$ cat src/rtl/pong_input_conditioner_pkg.sv
// Shared constants for the pong input conditioner: video geometry, clock rate,
// the default tuning values for debounce and the CPU tracker, and a helper
// that sizes the debounce counter.
package pong_input_conditioner_pkg;

   localparam int unsigned H_VIDEO             = 640;
   localparam int unsigned V_VIDEO             = 480;
   localparam int unsigned CLK_HZ              = 25_175_000;
   localparam int unsigned DEF_SQ_WIDTH        = 16;
   localparam int unsigned DEF_PDL_HEIGHT      = 96;
   localparam int unsigned DEF_DEBOUNCE_CYCLES = 251_750;
   localparam int unsigned DEF_AI_DEADBAND     = 8;

   // Bit positions of the four channels in the packed button / press vectors
   typedef enum int unsigned {
      BTN_UP_P1 = 0,
      BTN_DN_P1 = 1,
      BTN_UP_P2 = 2,
      BTN_DN_P2 = 3
   } btn_idx_e;

   // Counter width for a debounce window; never narrower than one bit
   function automatic int unsigned cnt_width(input int unsigned n);
      return (n > 1) ? $clog2(n) : 1;
   endfunction

endpackage

$ cat src/rtl/pong_input_conditioner_button_debounce.sv
// button_debounce: one active-low button channel. Two-flop synchroniser,
// stability counter, accepted level and a one-cycle press pulse that is
// aligned with the falling edge of the registered level output.
module button_debounce
   import pong_input_conditioner_pkg::*;
#(
   parameter int unsigned DEBOUNCE_CYCLES = DEF_DEBOUNCE_CYCLES
) (
   input  logic clk_0,
   input  logic rst,
   input  logic btn_n,
   output logic level_n,
   output logic press
);

   localparam int unsigned     CW       = cnt_width(DEBOUNCE_CYCLES);
   localparam logic [CW-1:0]   CNT_LAST = CW'(DEBOUNCE_CYCLES - 1);

   logic          s1;
   logic          s2;
   logic          stable;
   logic [CW-1:0] cnt;

   // Synchronise, count consecutive disagreeing cycles, accept and register the level
   always_ff @(posedge clk_0) begin
      if (!rst) begin
         s1      <= 1'b1;
         s2      <= 1'b1;
         stable  <= 1'b1;
         cnt     <= '0;
         level_n <= 1'b1;
         press   <= 1'b0;
      end else begin
         s1 <= btn_n;
         s2 <= s1;
         if (s2 == stable) begin
            cnt <= '0;
         end else if (cnt == CNT_LAST) begin
            stable <= s2;
            cnt    <= '0;
         end else begin
            cnt <= cnt + CW'(1);
         end
         level_n <= stable;
         // level_n still holds the previous accepted level here, so this
         // fires exactly once per accepted 1->0 change and never on release
         press   <= level_n & ~stable;
      end
   end

endmodule

$ cat src/rtl/pong_input_conditioner.sv
// pong_input_conditioner: debounces the four raw active-low player buttons
// and produces the clean up/down levels plus one-cycle press pulses.
// Optional feature macro: P2_AI_EN (CPU ball tracker drives player 2 levels).
module pong_input_conditioner
   import pong_input_conditioner_pkg::*;
#(
   parameter int unsigned DEBOUNCE_CYCLES = DEF_DEBOUNCE_CYCLES,
   parameter int unsigned SQ_WIDTH        = DEF_SQ_WIDTH,
   parameter int unsigned PDL_HEIGHT      = DEF_PDL_HEIGHT,
   parameter int unsigned AI_DEADBAND     = DEF_AI_DEADBAND
) (
   input  logic       clk_0,
   input  logic       rst,
   input  logic       btn_up_p1_n,
   input  logic       btn_dn_p1_n,
   input  logic       btn_up_p2_n,
   input  logic       btn_dn_p2_n,
   input  logic [9:0] sq_ypos,
   input  logic [9:0] pdl2_ypos,
   output logic       up_p1,
   output logic       down_p1,
   output logic       up_p2,
   output logic       down_p2,
   output logic [3:0] btn_press
);

   logic [3:0] raw_n;
   logic [3:0] lvl_n;

   assign raw_n = {btn_dn_p2_n, btn_up_p2_n, btn_dn_p1_n, btn_up_p1_n};

   button_debounce #(.DEBOUNCE_CYCLES(DEBOUNCE_CYCLES)) u_up_p1 (
      .clk_0(clk_0), .rst(rst), .btn_n(raw_n[BTN_UP_P1]),
      .level_n(lvl_n[BTN_UP_P1]), .press(btn_press[BTN_UP_P1]));

   button_debounce #(.DEBOUNCE_CYCLES(DEBOUNCE_CYCLES)) u_dn_p1 (
      .clk_0(clk_0), .rst(rst), .btn_n(raw_n[BTN_DN_P1]),
      .level_n(lvl_n[BTN_DN_P1]), .press(btn_press[BTN_DN_P1]));

   button_debounce #(.DEBOUNCE_CYCLES(DEBOUNCE_CYCLES)) u_up_p2 (
      .clk_0(clk_0), .rst(rst), .btn_n(raw_n[BTN_UP_P2]),
      .level_n(lvl_n[BTN_UP_P2]), .press(btn_press[BTN_UP_P2]));

   button_debounce #(.DEBOUNCE_CYCLES(DEBOUNCE_CYCLES)) u_dn_p2 (
      .clk_0(clk_0), .rst(rst), .btn_n(raw_n[BTN_DN_P2]),
      .level_n(lvl_n[BTN_DN_P2]), .press(btn_press[BTN_DN_P2]));

   assign up_p1   = lvl_n[BTN_UP_P1];
   assign down_p1 = lvl_n[BTN_DN_P1];

`ifdef P2_AI_EN
   logic [10:0] bc;
   logic [10:0] pc;
   logic        ai_up_n;
   logic        ai_dn_n;
   logic        unused_p2_lvl;

   // Ball and paddle centres; 11 bits so the offsets and deadband never wrap
   always_comb begin
      bc = {1'b0, sq_ypos}   + 11'(SQ_WIDTH / 2);
      pc = {1'b0, pdl2_ypos} + 11'(PDL_HEIGHT / 2);
   end

   // Registered tracker: steer the paddle centre toward the ball centre
   always_ff @(posedge clk_0) begin
      if (!rst) begin
         ai_up_n <= 1'b1;
         ai_dn_n <= 1'b1;
      end else if ((bc + 11'(AI_DEADBAND)) < pc) begin
         ai_up_n <= 1'b0;
         ai_dn_n <= 1'b1;
      end else if (bc > (pc + 11'(AI_DEADBAND))) begin
         ai_up_n <= 1'b1;
         ai_dn_n <= 1'b0;
      end else begin
         ai_up_n <= 1'b1;
         ai_dn_n <= 1'b1;
      end
   end

   assign up_p2         = ai_up_n;
   assign down_p2       = ai_dn_n;
   assign unused_p2_lvl = ^lvl_n[3:2];
`else
   logic unused_ai_in;

   assign up_p2        = lvl_n[BTN_UP_P2];
   assign down_p2      = lvl_n[BTN_DN_P2];
   assign unused_ai_in = ^{sq_ypos, pdl2_ypos};
`endif

endmodule

$ cat config.mk
export PLATFORM = sky130hd
export DESIGN_NAME = pong_input_conditioner
export DESIGN_NICKNAME = d
export VERILOG_FILES = /design/src/rtl/pong_input_conditioner_pkg.sv /design/src/rtl/pong_input_conditioner_button_debounce.sv /design/src/rtl/pong_input_conditioner.sv
export SDC_FILE = /design/constraint.sdc
export NUM_CORES = 1
export LEC_CHECK = 0
export ABC_CLOCK_PERIOD_IN_PS = 2700
export CORE_AREA = 2 2 87 89
export DETAILED_ROUTE_END_ITERATION = 16
export DIE_AREA = 0 0 89 91
export PLACE_DENSITY = 0.78
export SKIP_CTS_REPAIR_TIMING = 1
export SLEW_MARGIN = 30
export SYNTH_ARGS = -nofsm -noshare
export SYNTH_HDL_FRONTEND = slang
export SYNTH_SLANG_ARGS = --single-unit
$ cat constraint.sdc
create_clock -name clk_0 -period 2.7 [get_ports clk_0]
set_clock_uncertainty 0.1 [all_clocks]
set_input_delay 0.81 -clock clk_0 [delete_from_list [all_inputs] [get_ports clk_0]]
set_output_delay 0.81 -clock clk_0 [all_outputs]
set_load 0.005 [all_outputs]
After elaboration in Yosys (flattened, before gate mapping)

Cells that the tools add are included.

Bits in registers: 92
Input bits: 26
Logic and storage cells: 57

$add $sub $neg: 4
Equal/unequal tests: 8
Bitwise operators: 13
Reductions and logical operators: 8

Operator list:

| operator              | number |
|---|---|
| $add 18x1->18 const B | 4 |
| $eq 18x18->1 const B  | 4 |
| $reduce_or 3->1       | 4 |
| $not 1->1             | 9 |
| $reduce_and 2->1      | 4 |
| $and 1x1->1           | 4 |
| $eq 1x1->1            | 4 |

Longest topological paths before layout

Depth after elaboration: 3
Mapped depth: 8
Depth with buffers taken out: 6

Modules after synthesis

Synthesis repeated with hierarchy kept, for this count alone.

Cell total of the unflattened synthesis: 436
Area, all modules: 4003.8 um^2

Modules (own cells, without submodules):

| module          | times used | cells an instance | area an instance (um^2) |
|---|---|---|---|
| button_debounce | 4          | 109               | 1001.0 |

Worst setup path after synthesis

No wires, ideal clock.

Path type: register -> register
From: reg u_dn_p2.cnt[0]
To: reg u_dn_p2.cnt[16]
Arrival: 1936 ps
Data required time: 2485 ps
Slack: 549 ps
Cell stages (with the launch flop): 7
Path buffers: 1
Period minus slack after synthesis: 2151 ps
Cells stage by stage: dfxtp_1 ha_1 or4b_1 or4_4 o211ai_4 buf_6 nor2_1

Word-level cells in the longest chain between the ends: 2
Elaborated cells between the ends (all ways): 3
Those cells by class: 1 x add/sub; 1 x eq/ne; 1 x reduce/logical

Ends and longest elaborated chain:

| what                                                  | RTL line                                     | text |
|---|---|---|
| start: declaration                                    | pong_input_conditioner_button_debounce.sv:22 | `logic [CW-1:0] cnt;` |
| start signal: assignment                              | pong_input_conditioner_button_debounce.sv:42 | `cnt <= cnt + CW'(1);` |
| branches (longest 2 deep; another with $add 18x1->18) | --                                           |  |

Parallel ways; which one is timed is not known.
A chain may end at the register's enable or synchronous reset.

Worst setup path after layout

Same ends and word-level chain as after synthesis.

==> results.sh <==
export IMPL_status="completed"
export IMPL_synth_top_area_share_pct=46.0
export IMPL_r2r_slack_ns=0.34
export IMPL_overflow=0
export IMPL_period_share_pct=87.5
export IMPL_power_density_mw_per_mm2=541
export IMPL_use_met2_pct=29.2
export IMPL_cap_violations=0
export IMPL_synth_nets=480
export IMPL_synth_most_common_cell="dfxtp_1"
export IMPL_hold_start="u_dn_p2.s1"
export IMPL_tns_ns=0
export IMPL_syn_instance_count=446
export IMPL_drive_gt1_share_pct=5.02
export IMPL_finalHoldViolations=0
export IMPL_track_usage_pct=18.5
export IMPL_grt_util_met3_pct=3.55
export IMPL_ys_types=37
export IMPL_ys_ff_latch=92
export IMPL_grt_max_degree=19
export IMPL_path_class="flop to flop"
export IMPL_p_switching_uw=541
export IMPL_clkPwrFrac_pct=40.9
export IMPL_reg2regPathDepth=5
export IMPL_clockBufferDepth=2
export IMPL_final_core_util_pct=61.4
export IMPL_fmax_mhz=423
export IMPL_antenna_found_initial=0
export IMPL_ir_worst_vdd_uv=278
export IMPL_crit_fanout=18
export IMPL_period_minus_slack_ns=2.36
export IMPL_dr_pass1_iters=4
export IMPL_synthesis_yosys_warnings=0
export IMPL_report_final_slew_viol_count=0
export IMPL_r2r_end="u_dn_p2.cnt[16]"
export IMPL_endpoint_kind="flop"
export IMPL_crit_start="u_dn_p2.cnt[0]"
export IMPL_start_util_pct=56.1
export IMPL_timing_slew_headroom_pct=61.1
export IMPL_crit_arrival_ns=2.49
export IMPL_start_kind="flop"
export IMPL_vias=3070
export IMPL_p_comb_share_pct=1.4
export IMPL_dieArea_mm2=0.00810
export IMPL_power_frac_seq_pct=57.7
export IMPL_clock_latency_ns=0.37
export IMPL_whs_endpoint="u_dn_p2.s2"
export IMPL_synthTopCellsByArea="dfxtp_1, nor2_1, xnor2_1"
export IMPL_yosys_top_cells_count="dfxtp_1, nor2_1, nand4_1, xnor2_1, nand3_1"
export IMPL_r2r_start="u_dn_p2.cnt[0]"
export IMPL_synthFlopType="dfxtp_1"
export IMPL_global_route_peak_usage_layer="met2"
export IMPL_setup_viol=0
export IMPL_area_growth_synth_to_final_pct=9.43
export IMPL_clock_tree_root_cell="clkbuf_8"
export IMPL_ioPinCount=34
export IMPL_grt_pass1_vias=2846
export IMPL_worstHoldPathCells=1
export IMPL_worstMarginPinSlew_ns=0.584
export IMPL_wire_per_inst_um=12.4
export IMPL_synth_area_mm2=0.00401
export IMPL_clkTransAtPathRegs_ns=0.09
export IMPL_drt_iter0_drc=116
export IMPL_synth_area_leader_cell="dfxtp_1"
export IMPL_finalWirelength_mm=6.92
export IMPL_internal_power_mw=1.83
export IMPL_required_ns=2.83
export IMPL_htreeDepth=3
export IMPL_n_antenna_cell=0
export IMPL_switching_share_pct=22.8
export IMPL_layout_nets=487
export IMPL_num_rows=31
export IMPL_synth_edff_count=0
export IMPL_drc=0
export IMPL_fp_dieH_um=91
export IMPL_rsz0062_at_grt="no"
export IMPL_gp_congestion=0.850
export IMPL_ys_async_sr_fraction_pct=0
export IMPL_dpl_hpwl_mm=4.75
export IMPL_cts_sinks=92
export IMPL_grt_pass1_wl_mm=12.2
export IMPL_yosysSeqAreaShare_pct=46.0
export IMPL_p_leak_nw=1.30
export IMPL_syn_avg_cell_area_um2=8.98
export IMPL_chipWidth_um=89
export IMPL_grt_util_met1_pct=24.6
export IMPL_cts_buffers=9
export IMPL_viasPerCell=5.51
export IMPL_cts_tree="built"
export IMPL_postRouteAntennaNets=0
export IMPL_coreArea_mm2=0.00714
export IMPL_hp_class="flop to flop"
export IMPL_numPortBuffers=13
[power groups by stage]
stage | logic [mW] | clock network, mW | registers (mW)
5_1_grt | 0.0380 | 1.05 | 1.37
3_5_place_dp | 0.0338 | 0 | 1.40
2_1_floorplan | 0.0215 | 0 | 1.40
6_report | 0.0335 | 0.969 | 1.37
3_3_place_gp | 0.0329 | 0 | 1.40
4_1_cts | 0.0338 | 0.995 | 1.37
[stage by stage]
stage | hold slack, ns | setup slack [ns] | std cells | total power, mW | cell area, µm²
after floorplan | 0.286 | 0.549 | 446 | 1.42 | 4010
after global placement | 0.292 | 0.388 | 541 | 1.43 | 4170
after detailed placement | 0.294 | 0.338 | 541 | 1.43 | 4170
after CTS | 0.318 | 0.336 | 557 | 2.40 | 4380
after global routing | 0.342 | 0.171 | 557 | 2.46 | 4380
final | 0.317 | 0.338 | 557 | 2.37 | 4380
[flip-flops by register name, indices dropped and copies added (netlist names), 18 cells and up]
signal / count
u_dn_p1.cnt: 18
u_up_p1.cnt: 18
u_up_p2.cnt: 18
u_dn_p2.cnt: 18
[worst max-delay path, stage by stage, from the launching register on]
cell and delay (ns):
dfxtp_1 0.40, ha_1 0.16, or4b_1 0.43, or4_4 0.56, o211ai_4 0.47, nor2_1 0.11
[how the worst max path moves through the flow]
stage / endpoint / depth (start not counted)
after floorplan: u_dn_p2.cnt[16] / 6
after global placement: u_dn_p2.cnt[3] / 5
after detailed placement: u_dn_p2.cnt[16] / 5
after CTS: u_dn_p2.cnt[13] / 5
after global routing: u_dn_p2.cnt[16] / 5
final: u_dn_p2.cnt[16] / 5
[logic make-up after synthesis]
| group | synth area share [%] |
|---|---|
| xor+xnor | 12.9 |
| flops | 46.0 |
| fa+ha+maj | 2.50 |
| mux | 0.750 |
| simple gates | 29.9 |
| buf+inv | 3.87 |
| compound gates | 4.12 |
[layout make-up]
class / instances / area [µm²]
clock buffer: 9 / 124
multi-input combinational: 321 / 2010
timing repair buffer: 15 / 145
fill: 642 / 2750
sequential: 92 / 1840
inverter: 14 / 52.6
tap: 99 / 124
clock inverter: 7 / 87.6
[routing by layer]
layer | vias to the layer above | share of wire (%)
met3 | 14 | 3.7
li1 | 1556 | -
met2 | 66 | 46
met5 | - | 0
met1 | 1434 | 48
met4 | 0 | 1.8
[cell usage in the layout (no fill, tap or decap), drive strengths merged, types with 5 or more instances in the layout]
cell type,n
dfxtp,92
nor2,78
nand4,31
xnor2,31
nand3,29
xor2,28
inv,19
nand2,18
nor4,15
clkdlybuf4s50,13
or3,9
a21oi,9
nand2b,9
clkbuf,9
and2,8
nor3,8
ha,8
and4,6
o21ai,6
or4,5
(Power assumes the default switching activity.)
